==> src/rtl/multi_step_pulse_gen.sv <==
// Multi-channel button front end.
// Each channel has a 2-FF synchroniser, a debouncer, and a press FSM.
// The FSM produces step, release, long-press and auto-repeat indications.
// Every output is registered.
module multi_step_pulse_gen #(
  parameter int unsigned          N_CH     = 5,
  parameter int unsigned          DEB_CYC  = 100000,
  parameter int unsigned          HOLD_CYC = 50000000,
  parameter int unsigned          RPT_CYC  = 10000000,
  parameter logic [N_CH-1:0]      RPT_EN   = '0
) (
  input  logic            clk,
  input  logic            rst,
  input  logic [N_CH-1:0] btn,
  output logic [N_CH-1:0] level,
  output logic [N_CH-1:0] step_pulse,
  output logic [N_CH-1:0] release_pulse,
  output logic [N_CH-1:0] long_press,
  output logic            any_pulse
);

  // state   | meaning
  // IDLE    | debounced level low, waiting for a press
  // PRESSED | held, counting toward long press (frozen once declared without repeat)
  // REPEAT  | long press with auto-repeat, stepping every RPT_CYC cycles
  typedef enum logic [1:0] {
    IDLE    = 2'd0,
    PRESSED = 2'd1,
    REPEAT  = 2'd2
  } state_t;

  localparam int unsigned DW     = $clog2(DEB_CYC + 1);
  localparam int unsigned HMAX   = (HOLD_CYC > RPT_CYC) ? HOLD_CYC : RPT_CYC;
  localparam int unsigned HW     = $clog2(HMAX + 1);
  localparam logic [DW-1:0] DEB_TC  = DW'(DEB_CYC - 1);
  localparam logic [HW-1:0] HOLD_TC = HW'(HOLD_CYC - 1);
  localparam logic [HW-1:0] RPT_TC  = HW'(RPT_CYC - 1);

  logic [N_CH-1:0] sync1_q;
  logic [N_CH-1:0] sync2_q;
  logic [N_CH-1:0] step_nxt;

  // Two-stage synchroniser for the asynchronous buttons.
  always_ff @(posedge clk) begin
    if (!rst) begin
      sync1_q <= '0;
      sync2_q <= '0;
    end else begin
      sync1_q <= btn;
      sync2_q <= sync1_q;
    end
  end

  // Combined step indicator, registered alongside the per-channel step pulses.
  always_ff @(posedge clk) begin
    if (!rst) any_pulse <= 1'b0;
    else      any_pulse <= |step_nxt;
  end

  for (genvar i = 0; i < N_CH; i++) begin : g_ch
    logic [DW-1:0] cnt_q, cnt_d;
    logic          level_q, lvl_d;
    state_t        state_q, state_d;
    logic [HW-1:0] hcnt_q, hcnt_d;
    logic          long_q, long_d;
    logic          step_q, step_d;
    logic          rel_q, rel_d;

    // Debounce: the level follows the synchronised input only after DEB_CYC
    // consecutive disagreeing cycles.
    always_comb begin
      cnt_d = '0;
      lvl_d = level_q;
      if (sync2_q[i] != level_q) begin
        if (cnt_q == DEB_TC) begin
          lvl_d = sync2_q[i];
          cnt_d = '0;
        end else begin
          cnt_d = cnt_q + DW'(1);
        end
      end
    end

    // Press FSM. It acts on the next debounced level, so the step and release
    // pulses register on the same edge as the level change.
    always_comb begin
      state_d = state_q;
      hcnt_d  = hcnt_q;
      long_d  = long_q;
      step_d  = 1'b0;
      rel_d   = 1'b0;
      case (state_q)
        IDLE: begin
          if (lvl_d && !level_q) begin
            state_d = PRESSED;
            step_d  = 1'b1;
            hcnt_d  = '0;
          end
        end
        PRESSED: begin
          if (!lvl_d) begin
            state_d = IDLE;
            rel_d   = 1'b1;
            long_d  = 1'b0;
            hcnt_d  = '0;
          end else if (!long_q) begin
            if (hcnt_q == HOLD_TC) begin
              long_d = 1'b1;
              hcnt_d = '0;
              if (RPT_EN[i]) begin
                step_d  = 1'b1;
                state_d = REPEAT;
              end
            end else begin
              hcnt_d = hcnt_q + HW'(1);
            end
          end
        end
        REPEAT: begin
          if (!lvl_d) begin
            state_d = IDLE;
            rel_d   = 1'b1;
            long_d  = 1'b0;
            hcnt_d  = '0;
          end else if (hcnt_q == RPT_TC) begin
            step_d = 1'b1;
            hcnt_d = '0;
          end else begin
            hcnt_d = hcnt_q + HW'(1);
          end
        end
        default: begin
          state_d = IDLE;
          hcnt_d  = '0;
          long_d  = 1'b0;
        end
      endcase
    end

    // Per-channel state and output registers.
    always_ff @(posedge clk) begin
      if (!rst) begin
        cnt_q   <= '0;
        level_q <= 1'b0;
        state_q <= IDLE;
        hcnt_q  <= '0;
        long_q  <= 1'b0;
        step_q  <= 1'b0;
        rel_q   <= 1'b0;
      end else begin
        cnt_q   <= cnt_d;
        level_q <= lvl_d;
        state_q <= state_d;
        hcnt_q  <= hcnt_d;
        long_q  <= long_d;
        step_q  <= step_d;
        rel_q   <= rel_d;
      end
    end

    assign step_nxt[i]      = step_d;
    assign level[i]         = level_q;
    assign step_pulse[i]    = step_q;
    assign release_pulse[i] = rel_q;
    assign long_press[i]    = long_q;
  end

endmodule
==> config.mk <==
export PLATFORM = sky130hd
export DESIGN_NAME = multi_step_pulse_gen
export DESIGN_NICKNAME = d
export VERILOG_FILES = /design/src/rtl/multi_step_pulse_gen.sv
export SDC_FILE = /design/constraint.sdc
export NUM_CORES = 1
export LEC_CHECK = 0
export BUFFER_PORTS_ARGS = -buffer_cell sky130_fd_sc_hd__buf_2
export CORE_ASPECT_RATIO = 2
export CORE_UTILIZATION = 60
export CTS_CLUSTER_DIAMETER = 30
export DETAILED_ROUTE_END_ITERATION = 6
export PLACE_DENSITY = 0.77
export SLEW_MARGIN = 20
export SYNTH_ARGS = -nofsm -noshare
export SYNTH_HDL_FRONTEND = slang
export SYNTH_SLANG_ARGS = --single-unit
==> constraint.sdc <==
create_clock -name clk -period 2.7 [get_ports clk]
set_input_delay 0.135 -clock clk [delete_from_list [all_inputs] [get_ports clk]]
set_output_delay 0.135 -clock clk [all_outputs]
set_load 0.1 [all_outputs]
# Word level (Yosys, flattened, before mapping)
# Cells that the tools add are included.
# classes
mux	110
eq_ne	50
reduce_logical	46
n_bitwise	11
addsub	10
# ops
cell	n
$mux W26	30
$pmux W26 S3	5
$add A26 B1 Y26 const B	5
$eq A26 B24 Y1 const B	5
$eq A26 B26 Y1 const B	5
$add A17 B1 Y17 const B	5
$eq A17 B17 Y1 const B	5
$mux W1	50
$reduce_and A2 Y1	20
$ne A2 B2 Y1 const B	15
$mux W2	10
$pmux W2 S2	5
$ne A3 B3 Y1 const B	5
$pmux W1 S3	5
$reduce_or A3 Y1	5
$not A1 Y1	11
$eq A2 B1 Y1 const B	5
$eq A2 B2 Y1 const B	5
$logic_not A2 Y1	5
$pmux W1 S2	5
$reduce_or A2 Y1	5
$logic_and A1 B1 Y1	5
$logic_not A1 Y1	5
$ne A1 B1 Y1	5
$reduce_or A5 Y1	1
# word_totals
input_bits	7
out_inout_bits	21
register_bits	256

# Longest topological paths before layout
# depth
ltp_word	7
ltp_mapped	9

# Worst setup path before layout
# Ideal clock, no wire load.
# synth_path
path_kind	reg-to-reg
start	register g_ch[0].cnt_q[6]
end	register g_ch[0].hcnt_q[18]
setup_slack_ns	0.214
arrival_ns	2.372
path_stages_with_launch	8
setup_time_ns	0.115
cell_sequence	dfxtp_1 -> or4bb_1 -> nor4_4 -> mux2_2 -> buf_2 -> nor4b_1 -> xnor2_1 -> nor2_1
# synth_via
elab_chain_cells	6
word_cells_on_any_way	10
# synth_rtl
item	line_no	source
start: declaration	61	logic [DW-1:0] cnt_q, cnt_d;
start signal: assignment	151	cnt_q <= cnt_d;
$eq A17 B17 Y1 *	75	if (cnt_q == DEB_TC) begin
$mux W1 *	75	
$mux W1 *	74	if (sync2_q[i] != level_q) begin
$logic_and A1 B1 Y1	94	if (lvl_d && !level_q) begin
$ne A2 B2 Y1 (no line)	-	
$reduce_and A2 Y1 (no line)	-	
end signal: assignment	154	hcnt_q <= hcnt_d;
end: declaration	64	logic [HW-1:0] hcnt_q, hcnt_d;
# Mark *: on every way between the ends. The rest lies on a longest branch, timed or not.
# A chain may end at the register's enable or synchronous reset.

# Worst setup path in the final report
# layout_path
start	register g_ch[0].cnt_q[12]
end	register g_ch[0].hcnt_q[22]
# Same word-level chain as after synthesis.

==> results by group <==
Run status
  • Status: finished, final reports clean

Routing
  • DRT Pass-1 Iters: 5
  • Antenna Nets Post-Route: 0
  • Post-Route WL: 28.3 mm
  • Routed WL per cell: roughly 16 um
  • DRC viols: 0
  • Vias: roughly 11,000
  • Initial DRC count: around 480
  • Drt via density: slightly above 6

Worst setup path
  • Critical path class: reg2reg
  • Worst Path Required: about 3100 ps
  • WP depth: 7
  • Critical-path cell list: or4_4 -> nor4_4 -> buf_4 -> mux2i_2 -> nand2_1 -> or3_1 -> o31ai_1
  • Setup crit start kind: flip-flop
  • R2R depth: 7
  • Slowest-stage cell, CP: or4_4
  • Top delay family on crit path: simple AND/OR/NAND/NOR gates
  • Arrival time at the worst endpoint: 3020 ps
  • Buf+Inv Stages, Crit Path: 1
  • Worst-path maximum fanout: 4
  • Slowest stage delay, CP: around 590 ps
  • Critical path capture point type: flip-flop

Floorplanning
  • Die Area: roughly 21,000 um^2
  • Die W: around 100 um
  • Die H: between 200 and 250 um
  • Placeable Area: ~20,000 um^2
  • # rows: 73
  • Initial Util: roughly three fifths
  • Io pins: 28

Place
  • Routability cong.: between 0.8 and 0.9
  • DP Wirelength: 19.7 mm
  • PortBufs: 27
  • Setup slack at placement: between 30 and 40 ps
  • Post-placement cell count: ~1,700

Finish
  • Fill count: about 1,600
  • Synth-to-Final Area Change: 14.1%
  • Layout cells sized above 1: a little over a tenth
  • Final Non-Filler Cells: between 1,500 and 2,000
  • Antenna fix cells: 0
  • Nets: roughly 1,500

Global route
  • Vias in the first global route: 10,800
  • Remaining global-route overflow: 0
  • Global-route wire length before repair: 48.4 mm
  • Met2 GRT Util: between 50 and 60%
  • Largest net degree at the start of global routing: 31
  • Initial antenna violation count: 0
  • Overall Global Routing Usage: between 20 and 30%
  • Gr busiest metal: met2
  • M1 GR Usage: between 20% and 30%
  • GR Util met3: 4.68%

Clocking
  • CTS tree: yes
  • Root Buffer Master: clkbuf_16
  • Worst-Skew Late Latency: 510 ps
  • Clk buf depth: 3
  • Clk sinks: approximately 250
  • H-tree levels: 2
  • Clock-pin slew on the worst setup and hold paths: approximately 60 ps
  • Post-CTS setup buffer count: 0
  • Num CTS Buffers: 35

Logic synthesis
  • Largest family of logic cells by synthesized area: simple AND/OR/NAND/NOR gates
  • Mapped Area: 12,100 um^2
  • Top cells by instance count after synthesis: dfxtp_1 (251), nor2_1 (176), nand2_1 (150)
  • Ys flop type: dfxtp_1
  • Fraction of synthesized cell area in xor and xnor cells: 7.08%
  • Synth cell types: between 70 and 80
  • Compound-cell area share of the yosys netlist: a little under an eighth
  • Top-area cell type share of the netlist area: 41.5%
  • Net Count, Synth: 1,481
  • Post-Syn Instances: ~1,500
  • Post-synthesis simple-gate area fraction: 33.0%
  • Synthesized-area fraction occupied by adder cells: 1.03%
  • EDFF count, synth: 0
  • Top-count cell post-synth: dfxtp_1
  • Ys async rst share: 0%
  • Synth area leader: dfxtp_1
  • Avg Inst Size Synth: 8.28 um^2
  • Register bit total from synthesis: ~250
  • Top cells by area, synth: dfxtp_1 (41%), nor2_1 (5.5%), nand3_1 (4.8%)
  • Seq/Total Area, Yosys: between 40% and 50%
  • Yosys warnings: 0
  • Post-synthesis mux area share: 1.84%

Power
  • Sw power: approximately 1.9 mW
  • Clock power frac: a little over half
  • Sequential share of power: 44.3%
  • Power per Cell Area: 607 nW/um^2
  • Internal Power: ~6.5 mW
  • Pleak: between 4 and 5 nW
  • Switching portion of total power: 22.3%
  • Peak supply drop: 0.561 mV
  • Logic gate share of total power: approximately 1.4%

Timing
  • # setup viols final: 0
  • Least-Margin Pin Slew: ~700 ps
  • Max Fclk: roughly 380 MHz
  • Slew Viols, Final: 0
  • Slew headroom: 51.8%
  • RSZ-0062 raised after global routing: no
  • Setup TNS: 0 ps
  • Final setup margin: around 94 ps
  • Post-layout min period: around 2600 ps
  • Hold_ws: 130 ps
  • Period utilisation layout: a little over nine tenths
  • Clock Skew: between 10 and 15 ps
  • Hold Fails Final Rpt: 0

Run
  • Max-Cap Viols: 0

Worst hold path
  • Hold WC Path Type: in2reg
  • Hold Path Depth: 4
-- metrics by stage --
step,cell area (um^2),util [%],power (mW)
2_1_floorplan,12100,-,3.87
3_3_place_gp,12600,63.5,3.91
3_5_place_dp,12600,63.5,3.91
4_1_cts,13800,69.7,8.47
5_1_grt,13800,69.8,8.64
6_report,13800,69.8,8.40
-- repair_timing --
action / CTS / global route
resized for setup: 0 / 5
endpoints found under the hold margin: 5 / 0
setup endpoints to repair: 0 / 8
hold buffers: 5 / 0
-- logic make-up after synthesis --
kind of cell,Yosys count
adders and majority gates,10
AOI/OAI and AO/OA,215
buffers and inverters,105
xor gates and xnor gates,98
DFF,251
muxes,20
and+or+nand+nor,765
-- layer usage --
metal / share of wire, % / routed length [um]
met2: 54 / 15200
met1: 38 / 10700
met4: 4.5 / 1280
met3: 4.0 / 1140
met5: 0 / 0
-- registers in the layout, summed over array words and instances (netlist names) --
register / cells
g_ch.hcnt_q: 130
g_ch.cnt_q: 85
g_ch.level_q: 5
g_ch.long_q: 5
g_ch.rel_q: 5
g_ch.state_q: 5
g_ch.step_q: 5
sync1_q: 5
sync2_q: 5
any_pulse: 1
-- cell type report --
cell class | count | area, um^2 | area share (%)
Multi-Input combinational cell | 1108 | 6630 | 48.0
Timing Repair Buffer | 81 | 566 | 4.09
Sequential cell | 251 | 5020 | 36.3
Clock inverter | 19 | 219 | 1.58
Clock buffer | 41 | 951 | 6.87
Tap cell | 262 | 328 | 2.37
Inverter | 30 | 113 | 0.814
-- cells in the final DEF, fill, tap and decap left out, types with 5 or more instances in the layout --
cell             n
a21o_1          12
a21oi_1         51
a22o_1          12
a31oi_1         42
a41oi_1          5
and2_1          29
and3_1          46
and4_1          15
buf_2           27
buf_4           48
clkbuf_16       37
dfxtp_1        251
dlygate4sd3_1    5
ha_1            10
inv_1           29
mux2_2           7
mux2i_1         10
nand2_1        150
nand2b_1        11
nand3_1        116
nand4_1         51
nor2_1         176
nor2b_1         11
nor3_1          43
nor3b_1          9
nor4_1          21
nor4b_1          7
nor4bb_1         6
o21ai_0         46
o2bb2a_1         5
o31ai_1         14
or3_1           26
or4_1           18
xnor2_1         53
xor2_1          45
-- worst register-to-register path, cell delays in order (launching register included) --
cell	delay [ps]
dfxtp_1	310
or4_4	590
nor4_4	350
buf_4	190
mux2i_2	280
nand2_1	140
or3_1	400
o31ai_1	260
-- power groups by stage --
| stage | logic, mW | clock network [mW] | registers, mW |
|---|---|---|---|
| finish | 0.115 | 4.56 | 3.72 |
| global route | 0.127 | 4.80 | 3.72 |
| CTS | 0.115 | 4.63 | 3.72 |
| global placement | 0.107 | 0 | 3.80 |
| floorplan | 0.0720 | 0 | 3.80 |
| detailed placement | 0.109 | 0 | 3.80 |
-- final timing paths --
check,end,from,slack (ps)
worst max-delay path,g_ch[0].hcnt_q[22],g_ch[0].cnt_q[12],90
worst min-delay path,g_ch[1].long_q,rst,130
worst max register to register,g_ch[0].hcnt_q[22],g_ch[0].cnt_q[12],90
worst min register to register,g_ch[1].cnt_q[0],g_ch[1].cnt_q[0],440
(Power assumes the default switching activity.)
